<file path="src/rtl/uart_frame_pkg.sv">
// Shared constants, FSM encoding and checksum helper for the UART frame packer.
// Sized for the largest supported payload: 8 words of 4 bytes.
package uart_frame_pkg;

    localparam logic [7:0] DEF_START_DEL = 8'hAA;
    localparam logic [7:0] DEF_END_DEL   = 8'h55;
    localparam logic [7:0] DEF_TEST_PID  = 8'h42;
    localparam logic [7:0] DEF_DATA_PID  = 8'h69;

    localparam int unsigned MAX_PAYLOAD_BYTES = 32'd32;
    localparam int unsigned MAX_PAYLOAD_BITS  = 32'd256;

    typedef enum logic [1:0] {
        ST_IDLE     = 2'd0,
        ST_LOAD     = 2'd1,
        ST_WAITBUSY = 2'd2,
        ST_WAITFREE = 2'd3
    } frame_state_e;

    // Bytes above the real payload width are zero, so XOR-ing the full vector is harmless.
    function automatic logic [7:0] xor_checksum(input logic [7:0] pid,
                                                input logic [MAX_PAYLOAD_BITS-1:0] payload);
        logic [7:0] acc;
        acc = pid;
        for (int unsigned i = 32'd0; i < MAX_PAYLOAD_BYTES; i++) begin
            acc = acc ^ payload[i*8 +: 8];
        end
        return acc;
    endfunction

endpackage

</file>
<file path="src/rtl/uart_frame_fifo.sv">
// Synchronous first-word-fall-through FIFO holding queued frames ({payload, test bit}).
// Push is ignored when full and pop when empty, so callers cannot corrupt the count.
module uart_frame_fifo
    import uart_frame_pkg::*;
#(
    parameter int unsigned WIDTH = 32'd33,
    parameter int unsigned DEPTH = 32'd4
) (
    input  logic                     clk,
    input  logic                     rst_n,
    input  logic                     push,
    input  logic [WIDTH-1:0]         wr_data,
    input  logic                     pop,
    output logic [WIDTH-1:0]         rd_data,
    output logic                     full,
    output logic                     empty,
    output logic [$clog2(DEPTH):0]   level
);

    localparam int unsigned PTR_W = $clog2(DEPTH);
    localparam int unsigned LVL_W = PTR_W + 32'd1;

    logic [WIDTH-1:0] mem_r [DEPTH];
    logic [PTR_W-1:0] wr_ptr_r;
    logic [PTR_W-1:0] rd_ptr_r;
    logic [LVL_W-1:0] count_r;
    logic             push_ok_s;
    logic             pop_ok_s;

    assign full      = (count_r == LVL_W'(DEPTH));
    assign empty     = (count_r == LVL_W'(0));
    assign push_ok_s = push & ~full;
    assign pop_ok_s  = pop & ~empty;
    assign rd_data   = mem_r[rd_ptr_r];
    assign level     = count_r;

    // Pointer and occupancy tracking; depth is a power of two so pointers wrap naturally.
    always_ff @(posedge clk or negedge rst_n) begin
        if (!rst_n) begin
            wr_ptr_r <= PTR_W'(0);
            rd_ptr_r <= PTR_W'(0);
            count_r  <= LVL_W'(0);
        end else begin
            if (push_ok_s) begin
                wr_ptr_r <= wr_ptr_r + PTR_W'(1);
            end else begin
                wr_ptr_r <= wr_ptr_r;
            end
            if (pop_ok_s) begin
                rd_ptr_r <= rd_ptr_r + PTR_W'(1);
            end else begin
                rd_ptr_r <= rd_ptr_r;
            end
            case ({push_ok_s, pop_ok_s})
                2'b10:   count_r <= count_r + LVL_W'(1);
                2'b01:   count_r <= count_r - LVL_W'(1);
                default: count_r <= count_r;
            endcase
        end
    end

    // Storage array; contents are don't-care until written, so it carries no reset.
    always_ff @(posedge clk) begin
        if (push_ok_s) begin
            mem_r[wr_ptr_r] <= wr_data;
        end else begin
            mem_r[wr_ptr_r] <= mem_r[wr_ptr_r];
        end
    end

endmodule

</file>
<file path="src/rtl/uart_tx_frame_packer.sv">
// UART transmit framer: queues payload words and emits START, PID, payload,
// optional XOR checksum and END through a tx_start/tx_busy byte handshake.
module uart_tx_frame_packer
    import uart_frame_pkg::*;
#(
    parameter int unsigned NUM_WORDS   = 32'd1,
    parameter int unsigned WORD_BYTES  = 32'd4,
    parameter int unsigned FIFO_DEPTH  = 32'd4,
    parameter int unsigned CHECKSUM_EN = 32'd1,
    parameter int unsigned ACK_TIMEOUT = 32'd16,
    parameter logic [7:0]  START_DEL   = DEF_START_DEL,
    parameter logic [7:0]  END_DEL     = DEF_END_DEL,
    parameter logic [7:0]  TEST_PID    = DEF_TEST_PID,
    parameter logic [7:0]  DATA_PID    = DEF_DATA_PID
) (
    input  logic                                  clk,
    input  logic                                  rst_n,
    input  logic [NUM_WORDS*WORD_BYTES*8-1:0]     in_data,
    input  logic                                  in_test,
    input  logic                                  in_valid,
    output logic                                  in_ready,
    input  logic                                  tx_busy,
    output logic [7:0]                            tx_data,
    output logic                                  tx_start,
    output logic                                  frame_done,
    output logic                                  ack_timeout,
    output logic [$clog2(FIFO_DEPTH):0]           fifo_level
);

    localparam int unsigned P         = NUM_WORDS * WORD_BYTES;
    localparam int unsigned PB        = P * 32'd8;
    localparam int unsigned FRAME_LEN = P + 32'd3 + CHECKSUM_EN;
    localparam int unsigned CNT_W     = $clog2(FRAME_LEN);
    localparam int unsigned TMO_W     = $clog2(ACK_TIMEOUT);

    localparam logic [CNT_W-1:0] IDX_START    = CNT_W'(0);
    localparam logic [CNT_W-1:0] IDX_PID      = CNT_W'(1);
    localparam logic [CNT_W-1:0] IDX_PAY0     = CNT_W'(2);
    localparam logic [CNT_W-1:0] IDX_PAY_LAST = CNT_W'(P + 32'd1);
    localparam logic [CNT_W-1:0] IDX_CKSUM    = CNT_W'(P + 32'd2);
    localparam logic [CNT_W-1:0] IDX_LAST     = CNT_W'(FRAME_LEN - 32'd1);
    localparam logic [TMO_W-1:0] TMO_LAST     = TMO_W'(ACK_TIMEOUT - 32'd1);

    frame_state_e          state_r, state_next_s;
    logic [CNT_W-1:0]      byte_cnt_r, byte_cnt_next_s;
    logic [TMO_W-1:0]      tmo_cnt_r, tmo_cnt_next_s;
    logic [7:0]            tx_data_r, tx_data_next_s;
    logic                  tx_start_r, tx_start_next_s;
    logic                  frame_done_r, frame_done_next_s;
    logic                  ack_timeout_r, ack_timeout_next_s;
    logic [PB-1:0]         frame_data_r;
    logic                  frame_test_r;

    logic                  fifo_full_s;
    logic                  fifo_empty_s;
    logic                  push_s;
    logic                  pop_s;
    logic [PB:0]           fifo_rd_data_s;

    logic [7:0]                  pid_s;
    logic [MAX_PAYLOAD_BITS-1:0] payload_ext_s;
    logic [7:0]                  checksum_s;
    logic [CNT_W-1:0]            pay_idx_s;
    logic [7:0]                  payload_byte_s;
    logic [7:0]                  frame_byte_s;

    assign in_ready    = ~fifo_full_s;
    assign push_s      = in_valid & ~fifo_full_s;
    assign tx_data     = tx_data_r;
    assign tx_start    = tx_start_r;
    assign frame_done  = frame_done_r;
    assign ack_timeout = ack_timeout_r;

    uart_frame_fifo #(
        .WIDTH (PB + 32'd1),
        .DEPTH (FIFO_DEPTH)
    ) u_fifo (
        .clk     (clk),
        .rst_n   (rst_n),
        .push    (push_s),
        .wr_data ({in_data, in_test}),
        .pop     (pop_s),
        .rd_data (fifo_rd_data_s),
        .full    (fifo_full_s),
        .empty   (fifo_empty_s),
        .level   (fifo_level)
    );

    // Byte mux: selects the frame byte addressed by byte_cnt from the frame buffer.
    always_comb begin
        pid_s         = frame_test_r ? TEST_PID : DATA_PID;
        payload_ext_s = {MAX_PAYLOAD_BITS{1'b0}};
        payload_ext_s[PB-1:0] = frame_data_r;
        checksum_s    = xor_checksum(pid_s, payload_ext_s);
        pay_idx_s     = byte_cnt_r - IDX_PAY0;
        payload_byte_s = 8'h00;
        for (int unsigned i = 32'd0; i < P; i++) begin
            payload_byte_s = (pay_idx_s == CNT_W'(i)) ? frame_data_r[i*8 +: 8] : payload_byte_s;
        end
        if (byte_cnt_r == IDX_START) begin
            frame_byte_s = START_DEL;
        end else if (byte_cnt_r == IDX_PID) begin
            frame_byte_s = pid_s;
        end else if (byte_cnt_r <= IDX_PAY_LAST) begin
            frame_byte_s = payload_byte_s;
        end else if ((CHECKSUM_EN != 32'd0) && (byte_cnt_r == IDX_CKSUM)) begin
            frame_byte_s = checksum_s;
        end else begin
            frame_byte_s = END_DEL;
        end
    end

    // FSM next-state and next-output logic; pulses default low every cycle.
    always_comb begin
        state_next_s       = state_r;
        byte_cnt_next_s    = byte_cnt_r;
        tmo_cnt_next_s     = tmo_cnt_r;
        tx_data_next_s     = tx_data_r;
        tx_start_next_s    = 1'b0;
        frame_done_next_s  = 1'b0;
        ack_timeout_next_s = 1'b0;
        pop_s              = 1'b0;
        case (state_r)
            ST_IDLE: begin
                if (!fifo_empty_s) begin
                    pop_s           = 1'b1;
                    byte_cnt_next_s = CNT_W'(0);
                    state_next_s    = ST_LOAD;
                end else begin
                    state_next_s    = ST_IDLE;
                end
            end
            ST_LOAD: begin
                tx_data_next_s  = frame_byte_s;
                tx_start_next_s = 1'b1;
                tmo_cnt_next_s  = TMO_W'(0);
                state_next_s    = ST_WAITBUSY;
            end
            ST_WAITBUSY: begin
                if (tx_busy) begin
                    state_next_s = ST_WAITFREE;
                end else if ((tmo_cnt_r + TMO_W'(1)) == TMO_LAST) begin
                    tmo_cnt_next_s     = TMO_LAST;
                    ack_timeout_next_s = 1'b1;
                    state_next_s       = ST_IDLE;
                end else begin
                    tmo_cnt_next_s = tmo_cnt_r + TMO_W'(1);
                end
            end
            ST_WAITFREE: begin
                if (tx_busy) begin
                    state_next_s = ST_WAITFREE;
                end else if (byte_cnt_r == IDX_LAST) begin
                    frame_done_next_s = 1'b1;
                    state_next_s      = ST_IDLE;
                end else begin
                    byte_cnt_next_s = byte_cnt_r + CNT_W'(1);
                    state_next_s    = ST_LOAD;
                end
            end
            default: begin
                state_next_s = ST_IDLE;
            end
        endcase
    end

    // State, counters, registered outputs and the frame buffer loaded on each pop.
    always_ff @(posedge clk or negedge rst_n) begin
        if (!rst_n) begin
            state_r       <= ST_IDLE;
            byte_cnt_r    <= CNT_W'(0);
            tmo_cnt_r     <= TMO_W'(0);
            tx_data_r     <= 8'h00;
            tx_start_r    <= 1'b0;
            frame_done_r  <= 1'b0;
            ack_timeout_r <= 1'b0;
            frame_data_r  <= {PB{1'b0}};
            frame_test_r  <= 1'b0;
        end else begin
            state_r       <= state_next_s;
            byte_cnt_r    <= byte_cnt_next_s;
            tmo_cnt_r     <= tmo_cnt_next_s;
            tx_data_r     <= tx_data_next_s;
            tx_start_r    <= tx_start_next_s;
            frame_done_r  <= frame_done_next_s;
            ack_timeout_r <= ack_timeout_next_s;
            if (pop_s) begin
                frame_data_r <= fifo_rd_data_s[PB:1];
                frame_test_r <= fifo_rd_data_s[0];
            end else begin
                frame_data_r <= frame_data_r;
                frame_test_r <= frame_test_r;
            end
        end
    end

endmodule
</file>
<file path="config.mk">
export PLATFORM = sky130hd
export DESIGN_NAME = uart_tx_frame_packer
export DESIGN_NICKNAME = d
export VERILOG_FILES = /design/src/rtl/uart_frame_pkg.sv /design/src/rtl/uart_frame_fifo.sv /design/src/rtl/uart_tx_frame_packer.sv
export SDC_FILE = /design/constraint.sdc
export NUM_CORES = 1
export LEC_CHECK = 0
export ABC_AREA = 1
export CAP_MARGIN = 10
export CORE_UTILIZATION = 30
export CTS_CLUSTER_DIAMETER = 100
export CTS_CLUSTER_SIZE = 25
export DETAILED_ROUTE_END_ITERATION = 12
export GPL_TIMING_DRIVEN = 0
export PLACE_DENSITY = 0.43
export SETUP_SLACK_MARGIN = 0.5
export SYNTH_ARGS = -nofsm -noshare
export SYNTH_HDL_FRONTEND = slang
export SYNTH_SLANG_ARGS = --single-unit
</file>
<file path="constraint.sdc">
create_clock -name clk -period 8.3 [get_ports clk]
set_clock_uncertainty 0.2 [all_clocks]
set_input_delay 0.83 -clock clk [delete_from_list [all_inputs] [get_ports clk]]
set_output_delay 0.83 -clock clk [all_outputs]
set_load 0.01 [all_outputs]
</file>
==> results of run 1 <==
-- Yosys cell counts, types with 3 or more instances --
library cell and n:
buf_2 9, o22ai_1 33, clkbuf_1 14, o21ai_0 90, nand3_1 24, a21oi_1 11, dfrtp_1 60, nor2_4 3
buf_4 5, xor2_1 8, nand2_1 200, edfxtp_1 132, ha_1 14, nor2_1 90, xnor2_1 13, inv_2 4
inv_1 57
-- placed cells by master, fill, tap and decap left out, types with 2 or more instances in the layout --
cell type,n
buf_12,4
o22ai_1,33
inv_6,5
inv_1,57
o21ai_0,90
edfxtp_1,132
nor2_1,86
ha_1,14
xor2_1,8
clkbuf_16,17
nor2_4,7
a21oi_1,11
clkdlybuf4s50_1,50
xnor2_1,13
buf_4,6
bufinv_16,3
dfrtp_1,60
clkinvlp_4,2
clkbuf_1,19
nand3_1,24
inv_2,4
nand2_1,200
buf_2,9
-- registers in the layout, indices dropped and copies added (netlist names) --
| name | cells |
|---|---|
| ack_timeout | 1 |
| byte_cnt_r | 3 |
| frame_data_r | 32 |
| frame_done | 1 |
| frame_test_r | 1 |
| state_r | 2 |
| tmo_cnt_r | 4 |
| tx_data | 8 |
| tx_start | 1 |
| u_fifo.level | 3 |
| u_fifo.mem_r | 132 |
| u_fifo.rd_ptr_r | 2 |
| u_fifo.wr_ptr_r | 2 |
-- logic make-up after synthesis --
| family | after synthesis | synth area share [%] |
|---|---|---|
| AND/OR/NAND/NOR | 322 | 15.3 |
| XOR/XNOR | 21 | 2.22 |
| buffers and inverters | 90 | 4.52 |
| AO/OA/AOI/OAI | 143 | 9.76 |
| adder cells (fa/ha/maj) | 15 | 2.35 |
| flip-flops | 192 | 65.8 |
-- stage by stage --
stage | util, % | hold slack (ns)
final | 36.8 | 0.275
after global routing | 36.8 | 0.299
after CTS | 36.8 | 0.282
after detailed placement | 34.6 | 0.264
after global placement | 34.2 | 0.267
after floorplan | - | 0.283
-- final cells by class --
class	count	area share, %
tap	341	4.29
clock buffer	22	4.47
inverter	61	2.30
multi-input combinational	501	25.1
clock inverter	10	1.50
timing repair buffer	55	5.92
buffer	29	1.47
sequential	192	55.0
-- path summary, 6_finish.rpt --
check                                   to  depth (start not counted)  slack (ns)             from
min in group asynchronous         tx_start                          1        0.28            rst_n
max in group asynchronous  frame_data_r[9]                          1        7.06            rst_n
min reg2reg                     tx_data[0]                          2        0.27       tx_data[0]
max reg2reg                u_fifo.level[2]                          9        5.80  u_fifo.level[1]
min                             tx_data[0]                          2        0.27       tx_data[0]
max                               in_ready                          3        5.59  u_fifo.level[0]
-- power by group through the flow --
| stage | registers (mW) | clock network (mW) | logic (mW) |
|---|---|---|---|
| CTS | 1.45 | 0.853 | 1.42 |
| floorplan | 1.44 | 0 | 0.907 |
| finish | 1.45 | 0.836 | 1.39 |
| global placement | 1.48 | 0 | 1.37 |
| global route | 1.47 | 0.889 | 1.58 |
| detailed placement | 1.47 | 0 | 1.41 |
-- metal layers --
layer  up-vias  GRT usage [%]
met2        77           23.9
met3        14           2.59
met1      2622           21.0
met4         0           3.83
li1       2791              -
met5         -              0
-- worst max-delay path: cells and delay by family (launching register included) --
family	cells	cell delay [ns]
buf+inv	2	0.67
flops	1	0.44
simple gates	1	0.16
==> reports/results.ini, run 1 <==
[status]
status=finished, final reports clean

[cells_and_area]
fin_nets=909
multi_input_area_sq_mm=0.00249
drive_above_1_share_pct=7.47
antenna_cells=0
final_cell_area_sq_mm=0.00994
fillers=2663
layoutNonFillerInstCount=1211
area_growth_pct=19.7
regArea_sq_mm=0.00547

[place]
pre_cts_slack_ns=5.21
gp_congestion=0.790
dp.final_hpwl_um=13700
place_area_sq_mm=0.00935
dp_cells=1179
port_buffers=51

[cts]
cts_root_buf=clkbuf_16
postCtsSetupRepairBufs=0
numCtsBuffers=17
ctsResizeCount=0
cts_sinks=192
htree_levels=4
clk_pin_slew_ns=0.07
cts_tree=yes
cts_max_path_buffers=2
clk_latency_ns=0.43
cts_hold_buf=0

[synth]
yosys-top-cells-area=edfxtp_1, dfrtp_1, nand2_1
synth-seq-cells=192
ys_seq_area_share_pct=65.8
syn_inst=783
ys.flop_type=edfxtp_1
synth.cell_area_sq_mm=0.00830
avgSynthCellArea_sq_um=10.6
synthDistinctLibCells=33
yosysTopAreaCellShare_pct=47.7
syn-num-nets=835
yosys_warnings=0
synth-edff-count=132
synth_top_area_cell=edfxtp_1
synthArstFlopShare_pct=31.3

[die]
pin_count=52
core_area_sq_mm=0.0270
start_util_pct=30.7
die_area_sq_mm=0.0283
die_h_um=168
die_w_um=168
rows=60

[route]
wl_met2_um=9360
dr.pass1.iters=5
top_layer_used=met4
post-route-drc-count=0
avgViaCountPerCell=4.55
wl_per_cell_um=16.6
wl_met3_um=508
antenna_left=0
initialDrtViolationCount=327
drt-met1-wl_um=10000
vias=5504
wirelength_um=20100

[sta]
finalHoldViolCount=0
min_period_over_period_pct=32.7
fin_crit_ns=2.71
setup_viol_count_final=0
worst_pin_slew_ns=0.814
fin_ws_ns=5.59
maxSlewViolCount=0
clock.fmax_ghz=0.369
rsz0062_at_grt=no
setup_tns_ns=0
slew_headroom_pct=45.7

[global_routing]
grt_antenna_before_repair=0
grt_pass1_vias=5537
overflow=0
grt_pass1_wl_um=31700
grt_max_degree=61
grt_usage_pct=15.0

[pwr]
p_per_area_mw_per_mm2=369
power.leakage_nw=3.91
peakVddDrop_mv=0.159
switching_share_pct=38.3
finalPower_mw=3.67
p_clk_share_pct=22.8
p_int_mw=2.26
seqPwrFrac_pct=39.4
p_switching_mw=1.41
comb_power_share_pct=37.8

[setup_path]
startpoint_type=flip-flop
worstPathArrival_ns=1.68
worst_path_largest_cell_delay_ns=0.56
cp.required_ns=7.27
path_class=reg2out
path_max_fanout=4
crit_slowest_cell=clkdlybuf4s50_1
crit_path_end_kind=output port
path_cells=inv_1 -> nand3_1 -> clkdlybuf4s50_1

[job]
cap_violations=0

[min_path]
min_path_type=reg2reg

(Power assumes the default switching activity.)
==> run 2: changes to the inputs <==
--- a/config.mk
+++ b/config.mk
@@ -12,7 +12,7 @@
 export CTS_CLUSTER_SIZE = 25
 export DETAILED_ROUTE_END_ITERATION = 12
 export GPL_TIMING_DRIVEN = 0
-export PLACE_DENSITY = 0.43
+export PLACE_DENSITY = 0.45
 export SETUP_SLACK_MARGIN = 0.5
 export SYNTH_ARGS = -nofsm -noshare
 export SYNTH_HDL_FRONTEND = slang
==> constraint.sdc (replaced) <==
create_clock -name clk -period 2.4 [get_ports clk]
set_clock_uncertainty 0.2 [all_clocks]
set_input_delay 0.24 -clock clk [delete_from_list [all_inputs] [get_ports clk]]
set_output_delay 0.24 -clock clk [all_outputs]
set_load 0.01 [all_outputs]
==> reports/results.ini, run 2 (synthesis gave the netlist of run 1 again) <==
[cells_and_area]
antenna_cells=0  ; unchanged
fillers=2616  ; was 2663
fin_util_pct=39.3  ; was 36.8%
final_cell_area_sq_mm=0.0106  ; was 0.00994 sq mm
largest_register_ff_count=132  ; unchanged
final_cell_mix=nand2_1, edfxtp_1, o21ai_0, nor2_1, dfrtp_1  ; unchanged
layout_commonest_cell=nand2_1  ; unchanged
largest_register=u_fifo.mem_r  ; unchanged
drive_above_1_share_pct=17.8  ; was 7.47%
area_growth_pct=27.9  ; was 19.7%
fin_nets=948  ; was 909

[global_routing]
grt_max_degree=61  ; unchanged
grt_usage_pct=15.6  ; was 15.0%
grt_pass1_vias=5728  ; was 5537
grt_pass1_wl_um=32900  ; was 31700 um
grt_antenna_before_repair=0  ; unchanged
overflow=0  ; unchanged

[pwr]
p_clk_share_pct=21.1  ; was 22.8%
seqPwrFrac_pct=36.9  ; was 39.4%
peakVddDrop_mv=0.514  ; was 0.159 mV
p_int_mw=8.35  ; was 2.26 mW
p_per_area_mw_per_mm2=1280  ; was 369 mW/mm^2
switching_share_pct=38.7  ; was 38.3%
p_switching_mw=5.27  ; was 1.41 mW
power.leakage_nw=4.18  ; was 3.91 nW
comb_power_share_pct=42.0  ; was 37.8%

[sta]
fin_crit_ns=2.05
slew_headroom_pct=45.7  ; about the same
worst_pin_slew_ns=0.815  ; was 0.814 ns
maxSlewViolCount=0  ; unchanged
min_period_over_period_pct=85.6
setup_viol_count_final=0  ; unchanged
finalHoldViolCount=0  ; unchanged
clock.fmax_ghz=0.487
fin_hold_ws_ns=0.240  ; was 0.275 ns
fin_ws_ns=0.346  ; was 5.59 ns
rsz0062_at_grt=yes  ; was no

[route]
post-route-drc-count=0  ; unchanged
initialDrtViolationCount=381  ; was 327
wirelength_um=21400  ; was 20100 um
avgViaCountPerCell=4.64  ; was 4.55
antenna_left=0  ; unchanged
dr.pass1.iters=5  ; unchanged
vias=5783  ; was 5504
wl_per_cell_um=17.1  ; was 16.6 um

[place]
place_area_sq_mm=0.00930  ; was 0.00935 sq mm
dp.final_hpwl_um=12900  ; was 13700 um
pre_cts_slack_ns=-0.121  ; was 5.21 ns
gp_congestion=0.757  ; was 0.790
port_buffers=51  ; unchanged

[cts]
cts_sinks=192  ; unchanged
cts_root_buf=clkbuf_16  ; unchanged
htree_levels=4  ; unchanged
numCtsBuffers=17  ; unchanged
cts_tree=yes  ; unchanged
clk_latency_ns=0.43  ; about the same
cts_max_path_buffers=2  ; unchanged
clk_pin_slew_ns=0.07  ; about the same

[die]
die_h_um=168  ; unchanged
start_util_pct=30.7  ; unchanged
rows=60  ; unchanged
die_w_um=168  ; unchanged
die_area_sq_mm=0.0283  ; unchanged
core_area_sq_mm=0.0270  ; unchanged
pin_count=52  ; unchanged

[status]
status=finished, final reports clean  ; unchanged

[job]
cap_violations=0  ; unchanged

[setup_path]
startpoint_type=flip-flop  ; unchanged
path_max_fanout=3  ; was 4
crit_path_end_kind=flip-flop  ; was output port
worstPathArrival_ns=2.17  ; was 1.68 ns
path_class=reg2reg  ; was reg2out
cp.required_ns=2.51  ; was 7.27 ns
reg2reg_setup_slack_ns=0.35  ; was 5.80 ns

[min_path]
min_path_type=in2reg  ; was reg2reg

run 2: cell types whose count changed in the layout (fill, tap and decap cells not counted), moves of 7 or more:
cell | before | now
buf_6 | 1 | 8
nor2_4 | 7 | 14
buf_12 | 4 | 11
clkbuf_2 | 0 | 11
nand2_1 | 200 | 192
buf_4 | 6 | 24
inv_1 | 57 | 44
clkbuf_1 | 19 | 3
run 2: worst paths after layout:
path                            startpoint                 end  cells past startpoint
setup / recovery           u_fifo.level[1]     u_fifo.level[2]                      9
hold / removal                  in_data[4]  u_fifo.mem_r[0][5]                      1
setup reg to reg           u_fifo.level[1]     u_fifo.level[2]                      9
hold reg to reg                 tx_data[0]          tx_data[0]                      2
max in group asynchronous            rst_n     u_fifo.level[0]                      2
min in group asynchronous            rst_n    frame_data_r[25]                      2
run 2: power groups by stage:
stage | Sequential, mW | Combinational [mW] | Clock [mW]
2_1_floorplan | 4.97 | 3.23 | 0
3_3_place_gp | 5.10 | 4.81 | 0
3_5_place_dp | 5.10 | 4.83 | 0
4_1_cts | 4.99 | 5.51 | 2.94
5_1_grt | 5.12 | 6.38 | 3.05
6_report | 5.02 | 5.73 | 2.87
run 2: layout make-up:
type | count | area, sq um | share of cell area [%]
buffer | 29 | 196 | 1.85
clock buffer | 18 | 429 | 4.04
clock inverter | 11 | 158 | 1.48
inverter | 61 | 249 | 2.34
multi-input combinational | 506 | 2740 | 25.8
sequential | 192 | 5470 | 51.5
tap | 341 | 427 | 4.02
timing repair buffer | 88 | 948 | 8.93
timing repair inverter | 1 | 7.51 | 0.0707
run 2: per-stage QoR:
stage / setup TNS [ns] / std cells / power (mW)
after global placement: -87.18 / 1175 / 9.91
after global routing: 0 / 1247 / 14.6
after detailed placement: -12.13 / 1175 / 9.93
final: 0 / 1247 / 13.6
after CTS: 0 / 1237 / 13.4
after floorplan: 0 / 783 / 8.20
run 2: routing by layer:
layer | vias up | routed length, um | GRT usage, %
met2 | 103 | 10200 | 25.2
met5 | - | 0 | 0
li1 | 2881 | - | -
met3 | 19 | 761 | 2.96
met1 | 2780 | 10100 | 21.0
met4 | 0 | 357 | 5.30
run 2: timing repair:
action | in CTS | in global routing
gates resized for setup | 31 | 64
endpoints found under the setup margin | 171 | 32
hold endpoints to repair | 60 | 0
hold buffers | 1 | 0
pin swaps | 13 | 21
buffers inserted | 26 | 9
cloned | 6 | 1
run 2: critical path, stage by stage, from the launching register on:
cell	delay, ns
dfrtp_1	0.40
inv_2	0.10
a31oi_4	0.11
buf_8	0.14
buf_8	0.12
ha_4	0.16
fa_2	0.34
a21oi_2	0.13
o21ai_1	0.08
xor2_1	0.14
